--- src/rtl/eth_frame_detector_log_arbiter.sv ---
// Packet-level round-robin arbiter merging several AXI-Stream log channels onto
// one output; a grant is held from the first beat through the tlast beat.
module eth_frame_detector_log_arbiter #(
    parameter int  C_AXIS_LOG_WIDTH = 64,
    parameter int  C_NUM_INPUTS     = 2,
    localparam int C_DEST_WIDTH     = ($clog2(C_NUM_INPUTS) > 1) ? $clog2(C_NUM_INPUTS) : 1
) (
    input  logic                                     clk,
    input  logic                                     rst_n,
    input  logic                                     enable,
    input  logic [C_NUM_INPUTS*C_AXIS_LOG_WIDTH-1:0] s_axis_log_tdata,
    input  logic [C_NUM_INPUTS-1:0]                  s_axis_log_tlast,
    input  logic [C_NUM_INPUTS-1:0]                  s_axis_log_tvalid,
    output logic [C_NUM_INPUTS-1:0]                  s_axis_log_tready,
    output logic [C_AXIS_LOG_WIDTH-1:0]              m_axis_log_tdata,
    output logic [C_DEST_WIDTH-1:0]                  m_axis_log_tdest,
    output logic                                     m_axis_log_tlast,
    output logic                                     m_axis_log_tvalid,
    input  logic                                     m_axis_log_tready,
    output logic                                     busy,
    output logic [31:0]                              pkt_count
);

    typedef enum logic {
        ST_IDLE    = 1'b0,
        ST_FORWARD = 1'b1
    } state_t;

    localparam logic [C_DEST_WIDTH:0] NUM_INPUTS_W = (C_DEST_WIDTH+1)'(C_NUM_INPUTS);

    state_t                  state_q, state_d;
    logic [C_DEST_WIDTH-1:0] grant_q, grant_d;
    logic [C_DEST_WIDTH-1:0] last_grant_q, last_grant_d;
    logic [31:0]             pkt_count_q, pkt_count_d;

    logic                    req_found;
    logic [C_DEST_WIDTH-1:0] req_idx;
    logic [C_DEST_WIDTH:0]   cand;
    logic                    end_of_pkt;

    // Search starts just after the previous winner so every requester is
    // served within C_NUM_INPUTS packets.
    always_comb begin
        // NOTE: every variable gets a default before any branch so no latch is inferred.
        req_found = 1'b0;
        req_idx   = '0;
        cand      = '0;
        for (int k = 1; k <= C_NUM_INPUTS; k++) begin
            cand = {1'b0, last_grant_q} + (C_DEST_WIDTH+1)'(k);
            if (cand >= NUM_INPUTS_W) begin
                cand = cand - NUM_INPUTS_W;
            end
            if (!req_found && s_axis_log_tvalid[cand[C_DEST_WIDTH-1:0]]) begin
                req_found = 1'b1;
                req_idx   = cand[C_DEST_WIDTH-1:0];
            end
        end
    end

    always_comb begin
        state_d           = state_q;
        grant_d           = grant_q;
        last_grant_d      = last_grant_q;
        pkt_count_d       = pkt_count_q;
        m_axis_log_tdata  = '0;
        m_axis_log_tlast  = 1'b0;
        m_axis_log_tvalid = 1'b0;
        m_axis_log_tdest  = '0;
        s_axis_log_tready = '0;
        busy              = 1'b0;
        end_of_pkt        = 1'b0;

        case (state_q)
            ST_IDLE: begin
                if (enable && req_found) begin
                    grant_d      = req_idx;
                    last_grant_d = req_idx;
                    state_d      = ST_FORWARD;
                end
            end
            ST_FORWARD: begin
                busy                       = 1'b1;
                m_axis_log_tdata           = s_axis_log_tdata[int'(grant_q)*C_AXIS_LOG_WIDTH +: C_AXIS_LOG_WIDTH];
                m_axis_log_tlast           = s_axis_log_tlast[grant_q];
                m_axis_log_tvalid          = s_axis_log_tvalid[grant_q];
                m_axis_log_tdest           = grant_q;
                s_axis_log_tready[grant_q] = m_axis_log_tready;
                end_of_pkt = s_axis_log_tvalid[grant_q] & m_axis_log_tready & s_axis_log_tlast[grant_q];
                if (end_of_pkt) begin
                    pkt_count_d = pkt_count_q + 32'd1;
                    state_d     = ST_IDLE;
                end
            end
            default: state_d = ST_IDLE;
        endcase
    end

    // Reset is synchronous; last_grant starts at the top index so input 0 wins first.
    always_ff @(posedge clk) begin
        if (!rst_n) begin
            // NOTE: sequential state uses non-blocking assignments so all flops update together.
            state_q      <= ST_IDLE;
            grant_q      <= '0;
            last_grant_q <= C_DEST_WIDTH'(C_NUM_INPUTS - 1);
            pkt_count_q  <= '0;
        end else begin
            state_q      <= state_d;
            grant_q      <= grant_d;
            last_grant_q <= last_grant_d;
            pkt_count_q  <= pkt_count_d;
        end
    end

    assign pkt_count = pkt_count_q;

endmodule

--- config.mk ---
export PLATFORM = sky130hd
export DESIGN_NAME = eth_frame_detector_log_arbiter
export DESIGN_NICKNAME = d
export VERILOG_FILES = /design/src/rtl/eth_frame_detector_log_arbiter.sv
export SDC_FILE = /design/constraint.sdc
export NUM_CORES = 1
export LEC_CHECK = 0
export CAP_MARGIN = 20
export CORE_ASPECT_RATIO = 0.75
export CORE_MARGIN = 10
export CORE_UTILIZATION = 36
export DETAILED_ROUTE_END_ITERATION = 8
export PLACE_DENSITY = 0.88
export SLEW_MARGIN = 10
export SYNTH_ARGS = -nofsm -noshare
export SYNTH_HDL_FRONTEND = slang
export SYNTH_SLANG_ARGS = --single-unit
--- constraint.sdc ---
create_clock -name clk -period 2.91 [get_ports clk]
set_input_delay 0.291 -clock clk [delete_from_list [all_inputs] [get_ports clk]]
set_output_delay 0.291 -clock clk [all_outputs]
set_load 0.05 [all_outputs]
## Word level (Yosys, flattened, before mapping)

Index checks and enable logic that the tools add are counted.

- Logic and storage cells: 51
- Register bits: 35
- Output and inout port bits: 102

- Bitwise operators: 4
- Reductions and logical operators: 6
- Order comparisons: 6
- Shifts and indexed selects: 1
- Add/sub/neg operators: 5
- Mux-type cells: 25

Operator list:

| cell | number |
|---|---|
| 128-bit by 8-bit indexed part select with 64-bit output | 1 |
| 64-bit two-way mux | 1 |
| 32-bit by 1-bit adder with 32-bit output, second input constant | 1 |
| 1-bit two-way mux | 21 |
| 1-bit by 2-bit less-than comparator with 1-bit output, second input constant | 3 |
| 2-bit greater-or-equal comparator, second input constant | 2 |
| 2-bit AND reduction | 2 |
| 1-bit logical AND | 3 |
| 1-bit by 1-bit adder with 2-bit output, second input constant | 1 |
| 1-bit by 2-bit adder with 2-bit output, second input constant | 1 |
| 1-bit AND | 2 |
| 2-bit AND | 1 |
| 2-bit two-way mux | 1 |
| 1-bit one-hot mux with 2 select lines | 1 |
| 1-bit subtractor, second input constant | 2 |
| 1-bit demux with 1-bit select | 1 |
| 1-bit greater-or-equal comparator, second input constant | 1 |
| 1-bit zero test | 1 |
| 1-bit inverter | 1 |

## Longest topological paths before layout

- Depth in word-level cells: 12
- Gate-level depth with buffers: 8

## Worst setup path after synthesis

Ideal clock, no wire load.

- Kind: reg2out
- From: reg state_q
- To: out m_axis_log_tdata[54]
- Stages on the path, launching flop included: 5
- Arrival: 2.040 ns
- Path slack: 0.579 ns
- Cell sequence: dfxtp_1 -> buf_2 -> clkbuf_1 -> clkbuf_1 -> nor2b_1

- Word-level cells in the longest chain between the ends: 1

Ends and longest elaborated chain:

| element | line | text |
|---|---|---|
| start, declared | 31 | `state_t state_q, state_d;` |
| start signal, assigned | 107 | `state_q <= state_d;` |
| 64-bit two-way mux | 73 | `case (state_q)` |
| end, declared | 15 | `output logic [C_AXIS_LOG_WIDTH-1:0] m_axis_log_tdata,` |

Every way passes these cells.

## Final worst setup path

- From: reg grant_q
- To: out m_axis_log_tdata[37]

- Word-level cells in the longest chain between the ends: 2

Ends and longest elaborated chain:

| element | line | text |
|---|---|---|
| start, declared | 32 | `logic [C_DEST_WIDTH-1:0] grant_q, grant_d;` |
| start signal, assigned | 108 | `grant_q <= grant_d;` |
| 128-bit by 8-bit indexed part select with 64-bit output | 83 | `m_axis_log_tdata = s_axis_log_tdata[int'(grant_q)*C_AXIS_LOG_WIDTH +: C_AXIS_LOG_WIDTH];` |
| 64-bit two-way mux | 73 |  |

Every way passes these cells.

==> results.md <==
- Clk buf depth: 2
- Register area share after synthesis: 24.1%
- Sw power: 0.556 mW
- Clock Skews: between 0.009 and 0.01 ns
- Initial antenna violation count: 0
- Rel. slew slack: 59.6%
- Vias per std cell: between 5 and 6
- Via count of the first global-routing pass: approximately 3700
- Largest net degree at the start of global routing: 71
- Max Fclk: ~0.37 GHz
- Average wire per standard cell: between 20 and 25 um
- Fill cells: roughly 650
- Post-Synthesis Cells: roughly 360
- Peak supply drop: 0.185 mV
- Most numerous cell in the Yosys netlist: mux2i_1
- R2R Path Start: pkt_count[3]
- Clock-pin slew on the worst setup and hold paths: roughly 0.070 ns
- Final instance area: 5490 um^2
- Reg area: approximately 700 um^2
- Hold Crit Depth: 2
- Total grt overflow: 0
- Crit path launch type: flip-flop
- Yosys warning total: 0
- Most used DFF post-synth: dfxtp_1
- Yosys reg bits: 35
- Num rows: 28
- Setup Buffers After CTS: 0
- MaxCap Viol Count: 0
- First DRT Iteration DRCs: 220
- Clock power frac: ~25%
- Power Dens Cells: 290 nW/um^2
- Ys async rst share: 0%
- Root Driver: clkbuf_8
- Hold_ws: roughly 0.48 ns
- Initial Util: a little under two fifths
- GRT Util Overall: approximately 22%
- Placer Congestion: roughly 0.94
- P_leak: approximately 1.8 nW
- Top post-synthesis cells by count: 70 x mux2i_1, 67 x nor2b_1, 35 x dfxtp_1, 22 x a21oi_1, 21 x nand2_1
- Final worst path period need: around 2.7 ns
- Sw frac: 34.9%
- CTS hold repair buffers: 0
- Die X: approximately 120 um
- Routed WL: approximately 14 mm
- Reg2reg path depth: 4
- CTS tree: built
- Ant diodes: 0
- Critical Path RT: 2.62 ns
- Fin. max-slew vios: 0
- 1st-pass router iterations: 4
- Hold path startpoint: pkt_count[29]
- Htree depth: 2
- Min-Delay Path Class: flip-flop to flip-flop
- Post-synth net total: 500
- Routed via count: between 3000 and 4000
- Die area: 12100 um^2
- Area of the multi-input gates: around 2100 um^2
- Sequential share of power: 31.0%
- Core area: 7880 um^2
- Total CTS buffers: 5
- WHS Endpoint: pkt_count[29]
- Outcome: complete, no violations
- I/O pin cnt: about 240
- Post-synth EDFFs: 0
- Chip height: around 98 um
- Final hold violation count: 0
- Critical path endpoint category: primary output
- Setup Total Neg Slack: 0 ns
- Synth Cell Area: between 2000 and 3000 um^2
- Final nets: 724
- FF-to-FF setup slack: 0.72 ns
- Post-synth top area cell: dfxtp_1
- Int Power: 1.04 mW
- Overall power: 1.59 mW
- Distinct cells, synth: 37
- First-pass GRT wire length: 21.1 mm
- Top cell type's share of synthesized area: around a quarter
- Area grow syn2layout: 88.5%
- Final setup vio count: 0
- Post-Syn Area per Cell: around 8.0 um^2
- Layout cells sized above 1: between 3 and 4%
- Worst slew pin tran: between 0.6 and 0.7 ns
- Antenna viol nets, final: 0
- PortBufs: 237
- Beginning of the critical path: grant_q
- DRC errors left: 0
- Logic pwr share: between 40% and 50%
- Highest fanout seen on the critical path: 31
- Area of placed instances: about 5400 um^2
- Top post-synthesis cells by area: dfxtp_1 24%, mux2i_1 24%, nor2b_1 14%, a21oi_1 3.8%, o31ai_1 3.1%
- DP Wirelength: roughly 12 mm
- Setup Crit Path Kind: flip-flop to primary output
- Clock Sinks: 35
- R2r endpoint: pkt_count[27]
- Worst-Skew Late Latency: a little under 0.3 ns
- CP arrival: roughly 2.4 ns
- RSZ-0062 raised after global routing: no
- Post-cts resize count: 0
- Period utilisation layout: between 90% and 100%
power groups by stage:
stage / combinational (mW) / clock, mW / sequential, mW
CTS: 0.704 / 0.402 / 0.495
global placement: 0.690 / 0 / 0.505
finish: 0.698 / 0.401 / 0.495
floorplan: 0.367 / 0 / 0.500
detailed placement: 0.702 / 0 / 0.506
global route: 0.733 / 0.427 / 0.496
per-layer routing:
metal  vias up  GRT usage, %  part of all wire, %
met5         -             0                    0
met4         0          2.68                 0.75
met1      1658          23.9                   38
met2       133          41.2                   54
met3        11          6.50                  7.6
li1       1769             -                    -
critical path: stages (launching register included):
cell,delay (ns)
dfxtp_4,0.66
buf_4,0.32
mux2i_1,0.12
nor2b_1,0.14
clkdlybuf4s50_1,0.83
metrics by stage:
step	std cells	util, %	worst slack (ns)
after floorplan	363	-	0.579
after global placement	685	68.3	0.638
after detailed placement	685	68.3	0.566
after CTS	693	69.6	0.230
after global routing	693	69.6	0.133
final	693	69.6	0.242
worst max path at each step:
| stage | end | slack, ns | cells past startpoint |
|---|---|---|---|
| finish | m_axis_log_tdata[37] | 0.24 | 4 |
| global route | m_axis_log_tdata[34] | 0.13 | 4 |
| CTS | m_axis_log_tdata[34] | 0.23 | 4 |
| detailed placement | pkt_count[21] | 0.57 | 5 |
| global placement | m_axis_log_tdata[42] | 0.64 | 4 |
| floorplan | m_axis_log_tdata[54] | 0.58 | 4 |
cells in the final DEF, fill, tap and decap left out, drive strengths merged, types with 3 or more instances in the layout:
master / instances
nand3: 13
xnor2: 3
or4: 12
a21oi: 22
dfxtp: 35
nor2: 8
nor2b: 67
and2: 3
mux2i: 70
clkbuf: 7
o2111ai: 3
buf: 9
o211ai: 3
nand4: 5
nand2b: 4
nor4: 5
inv: 3
clkdlybuf4s50: 236
o21ai: 10
o21a: 3
and3: 9
o31ai: 12
or3: 8
and4: 4
nand2: 21
registers in the layout, indices dropped and copies added (netlist names):
name / flops
state_q: 1
pkt_count: 32
last_grant_q: 1
grant_q: 1
cell families after synthesis:
group                      share of synthesized area [%]
and+or+nand+nor                                     32.9
muxes                                               24.1
AOI/OAI and AO/OA                                   12.5
DFF                                                 24.1
buffers and inverters                               4.55
xor gates and xnor gates                            1.50
adders and majority gates                          0.430
area by class of cell:
cell class	count	share of cell area, %
timing repair buffer	245	44.7
multi-input combinational	296	37.9
sequential	35	12.8
tap	105	2.39
clock buffer	7	1.76
inverter	4	0.274
clock inverter	1	0.137
Power figures use the tool's default switching activity.
==> RTL edit 1: new RTL, config.mk and constraints unchanged <==
Reset style: asynchronous (`rst_n`), changed in one clocked block.
--- a/src/rtl/eth_frame_detector_log_arbiter.sv
+++ b/src/rtl/eth_frame_detector_log_arbiter.sv
@@ -98,3 +98,3 @@
     // Reset is synchronous; last_grant starts at the top index so input 0 wins first.
-    always_ff @(posedge clk) begin
+    always_ff @(posedge clk or negedge rst_n) begin
         if (!rst_n) begin
Behaviour: differs if rst_n is asserted again (counterexample within 4 cycles, from zero or initial values and one cycle with rst_n low); with rst_n held inactive, the same outputs for 10 cycles.
==> RTL edit 1 against the original RTL <==
  * Wire length is essentially flat
  * Non-clock buffer count is 2 lower
  * Sequential share of layout area up 3.8 points
  * Synthesized area shrank 7.0%
  * Die area shrank 5.7%
  * Synthesized cell count decreased by 15%
  * Cell area decreased by 3.6%
  * Fmax increased by 2.3%
  * Setup slack better by 0.060 ns
  * Sequential cell count stayed put
Power is not compared: it rests on default switching activity, and its combinational part moved more than twofold at a synthesized area within 25%.
==> RTL edit 1: results (changes against the original RTL) <==
multi_input_area_um2: 1740  # -16%
grtUsageTotal_pct: 22.8  # +0.89 points
dpl_worst_slack_ns: 0.626  # +0.0602 ns
final_cells: 640  # -7.6%
crit_slowest_cell: "clkdlybuf4s50_1"
grt_pass1_vias: 3301  # -10%
synthTopCellsByArea: "dfrtp_1 (31%), mux2i_1 (24%), nor2_1 (9.8%)"
placed_cells: 632  # -7.7%
grt_util_met2_pct: 40.4  # -0.79 points
synth_cell_type_count: 34  # -8.1%
drtPass1Iterations: 6  # +2
p_sw_share_pct: 56.3
num-fill-cells: 579  # -11%
synthCells: 309  # -15%
post_dp_cell_area_um2: 5210  # -3.3%
grt_pass1_wl_um: 20200  # -4.4%
drt-total-wl_um: 14100  # about the same
crit_path_max_fanout: 24  # -23%
irDropWorstVdd_mv: 0.640
status: "completed"
grtUsageMet3_pct: 8.15  # +1.6 points
slowest_delay_ns: 0.72  # -0.11 ns
synth_xor_area_share_pct: 10.0  # +8.5 points
synth-compound-area-share_pct: 2.08  # -10 points
critPathKind: "register to output port"
power_clock_uw: 339
hpwl_um: 12100  # +3.2%
num_antenna_cells: 0  # unchanged
clk_latency_ns: 0.28
synthAdderAreaFrac_pct: 0.462  # +0.032 points
synthTopCellsByCount: "nor2_1 (71), mux2i_1 (66), dfrtp_1 (34)"
portBuffers: 237  # unchanged
cts_setup_buffers: 0  # unchanged
min_path_type: "primary input to asynchronous set/reset pin"
finClkSkew_ns: 0.00810  # -0.00170 ns
grt_max_degree: 44  # -38%
met1_usage_pct: 26.2  # +2.3 points
async_flop_share_pct: 100  # +100 points
synthMuxAreaShare_pct: 24.8  # +0.75 points
drt-vias-per-instance: 5.07  # -1.6%
clkSlewWorstSetupHoldPaths_ns: 0.07  # about the same
crit_arrival_ns: 2.32  # -0.06 ns
drtIter0Drc: 231  # +5.0%
drive_gt1_share_pct: 5.01  # +1.9 points
syn_nets: 446  # -11%
leakage_uw: 0.00222
nNetsFinal: 675  # -6.8%
htreeDepth: 2  # unchanged
gp_congestion: 0.927  # -1.2%
ys_seq_area_share_pct: 32.4  # +8.3 points
ys_warn_count: 0  # unchanged
ctsResizeCount: 0  # unchanged
worst_slew_pin_slew_ns: 0.710  # +0.105 ns
[RTL edit 1: cell count changes after synthesis, moves of 10 or more]
cell      delta
clkbuf_1    -11
a21oi_1     -20
nand4_1     +18
o31ai_1     -12
xnor2_1     +23
dfxtp_1     -35
nor2_1      +63
or4_1       -12
dfrtp_1     +34
nor2b_1     -66
nand2_1     -10
[RTL edit 1: worst paths after layout]
kind                                                 from                   endpoint  slack, ns  cells past startpoint
worst max-delay path                  grant_q$_DFFE_PN0P_       m_axis_log_tdata[21]       0.30                      4
worst min-delay path                                rst_n  pkt_count[22]$_DFFE_PN0P_       0.43                      1
worst max register to register        grant_q$_DFFE_PN0P_  pkt_count[26]$_DFFE_PN0P_       0.82                      4
worst min register to register  pkt_count[31]$_DFFE_PN0P_  pkt_count[31]$_DFFE_PN0P_       0.48                      1
max in group asynchronous                           rst_n   pkt_count[0]$_DFFE_PN0P_       1.80                      2
min in group clk                pkt_count[31]$_DFFE_PN0P_  pkt_count[31]$_DFFE_PN0P_       0.48                      1
[RTL edit 1: per-layer routing]
metal	vias up	wire, um
li1	1544	-
met1	1551	5290
met2	137	7340
met3	12	1240
met4	0	221
met5	-	0
[RTL edit 1: area by class of cell]
class / instances / area share, %
clock buffer: 7 / 1.44
timing repair buffer: 243 / 46.4
clock inverter: 1 / 0.0946
tap: 101 / 2.39
inverter: 2 / 0.142
sequential: 35 / 16.7
multi-input combinational: 251 / 32.9
[RTL edit 1: critical path, delay by kind of cell, from the launching register on]
| family | cells | cell delay [ns] |
|---|---|---|
| DFF | 1 | 0.68 |
| muxes | 1 | 0.30 |
| buffers and inverters | 2 | 0.98 |
| and+or+nand+nor | 1 | 0.07 |
==> RTL edit 2: new RTL, same settings <==
Made on the original files. The parameter `C_NUM_INPUTS` goes from 2 to 4.
--- a/src/rtl/eth_frame_detector_log_arbiter.sv
+++ b/src/rtl/eth_frame_detector_log_arbiter.sv
@@ -4,3 +4,3 @@
     parameter int  C_AXIS_LOG_WIDTH = 64,
-    parameter int  C_NUM_INPUTS     = 2,
+    parameter int  C_NUM_INPUTS     = 4,
     localparam int C_DEST_WIDTH     = ($clog2(C_NUM_INPUTS) > 1) ? $clog2(C_NUM_INPUTS) : 1
Ports: changed (5 resized); port bits go from 238 to 373. The function was not compared with the original's and may differ.
==> RTL edit 2 against the original RTL <==
  * Setup slack worse by 0.011 ns
  * Synthesized area is 34% higher
  * Fmax is 0.42% lower
  * First-iteration DRC count is 10% higher
  * Global-route usage is 6.5 points higher
  * Sequential cell count is 2 higher
  * Wire length is 70% higher
  * Power is 55% higher
  * Register-to-register slack worse by 0.12 ns
  * Cell area is 44% higher
  * Critical path type unchanged
  * Critical endpoint is now m_axis_log_tlast
  * Highest routed layer unchanged
==> RTL edit 2: results (changes against the original RTL) <==
worst_slew_pin_slew_ns: 0.756  # +0.151 ns
dpl_worst_slack_ns: 0.437  # -0.129 ns
leakage_uw: 0.00284  # +58%
intPower_uw: 1680  # +62%
wl_per_cell_um: 27.3  # +34%
gp_congestion: 1.01  # +8.1%
antenna_found_initial: 8  # +8
status: "completed"
drtIter0Drc: 243  # +10%
reg2reg_slack_ns: 0.60  # -0.12 ns
drive_gt1_share_pct: 18.0  # +15 points
ctsResizeCount: 0  # unchanged
r2r_start: "grant_q[0]$_SDFFE_PN0P_"
syn_nets: 643  # +29%
grt_pass1_wl_um: 33700  # +59%
slowest_delay_ns: 0.71  # -0.12 ns
ys.flop_type: "dfxtp_1"
hpwl_um: 20600  # +76%
drtPass1Iterations: 7  # +3
finClkSkew_ns: 0.00762  # -0.00218 ns
grtUsageTotal_pct: 28.4  # +6.5 points
synthTopCellsByArea: "mux4_2 (38%), dfxtp_1 (19%), and2_1 (13%)"
drt-vias-per-instance: 5.62  # +9.0%
synth_cell_type_count: 40  # +8.1%
portBuffers: 372  # +57%
grt_max_degree: 48  # -32%
ys_seq_area_share_pct: 18.9  # -5.1 points
whs_endpoint: "pkt_count[31]$_SDFFE_PN0P_"
r2r_end: "pkt_count[14]$_SDFFE_PN0P_"
clockRootBuffer: "clkbuf_16"
irDropWorstVdd_mv: 0.364  # +97%
crit_path_max_fanout: 22  # -29%
hold_depth: 2  # unchanged
reg2regPathDepth: 7  # +3
nNetsFinal: 1000  # +38%
grt_pass1_vias: 5198  # +41%
synthTopCellsByCount: "and2_1 (84), mux4_2 (66), dfxtp_1 (37)"
hp-start: "pkt_count[31]$_SDFFE_PN0P_"
[RTL edit 2: stage by stage]
| stage | cell area [um2] | cells | utilization, % | hold slack, ns |
|---|---|---|---|---|
| floorplan | 3910 | 374 | - | 0.473 |
| global placement | 7690 | 860 | 73.6 | 0.460 |
| detailed placement | 7690 | 860 | 73.6 | 0.471 |
| CTS | 7880 | 868 | 75.4 | 0.477 |
| global route | 7900 | 876 | 75.6 | 0.524 |
| finish | 7900 | 877 | 75.6 | 0.477 |
[RTL edit 2: worst max-delay path by stage]
stage / from / endpoint / slack, ns / cells after the start
detailed placement: s_axis_log_tlast[3] / m_axis_log_tlast / 0.44 / 4
finish: grant_q[0]$_SDFFE_PN0P_ / m_axis_log_tlast / 0.23 / 4
global route: grant_q[0]$_SDFFE_PN0P_ / m_axis_log_tlast / 0.17 / 4
global placement: s_axis_log_tlast[0] / m_axis_log_tlast / 0.48 / 4
floorplan: grant_q[1]$_SDFFE_PN0P_ / s_axis_log_tready[2] / 0.37 / 6
CTS: grant_q[0]$_SDFFE_PN0P_ / m_axis_log_tlast / 0.24 / 4
[RTL edit 2: critical path, delay by kind of cell (launching register included)]
kind / cells / cell delay (ns)
DFF: 1 / 0.36
and+or+nand+nor: 1 / 0.20
muxes: 1 / 0.63
buffers and inverters: 2 / 0.90
[RTL edit 2: layout make-up]
class	count	area, um2
clock inverters	3	68.8
clock buffers	5	125
repair buffers	382	3750
fillers	721	2550
inverters	9	33.8
multi-input cells	296	2990
diodes	9	22.5
flip-flops and latches	37	747
well taps	136	170
[RTL edit 2: kinds of logic after synthesis]
logic type,after synthesis,synth area share (%)
AO/OA/AOI/OAI,46,8.22
XOR/XNOR,14,3.14
adder cells (fa/ha/maj),1,0.320
buffers and inverters,41,4.61
flip-flops,37,18.9
multiplexers,69,38.8
AND/OR/NAND/NOR,166,26.0
[RTL edit 2: power by group through the flow]
stage          combinational (uW)  sequential (uW)  clock, uW
2_1_floorplan                 642              535          0
3_3_place_gp                 1210              536          0
3_5_place_dp                 1230              536          0
4_1_cts                      1240              525        719
5_1_grt                      1290              526        748
6_report                     1230              525        719
[RTL edit 2: layer usage]
metal  global-route usage [%]  up-vias  share of wire, %
met5                        0        -                 0
met4                     12.1        0               3.8
met2                     53.6      306                54
met3                     8.29       49               8.4
met1                     29.2     2404                34
li1                         -     2169                 -
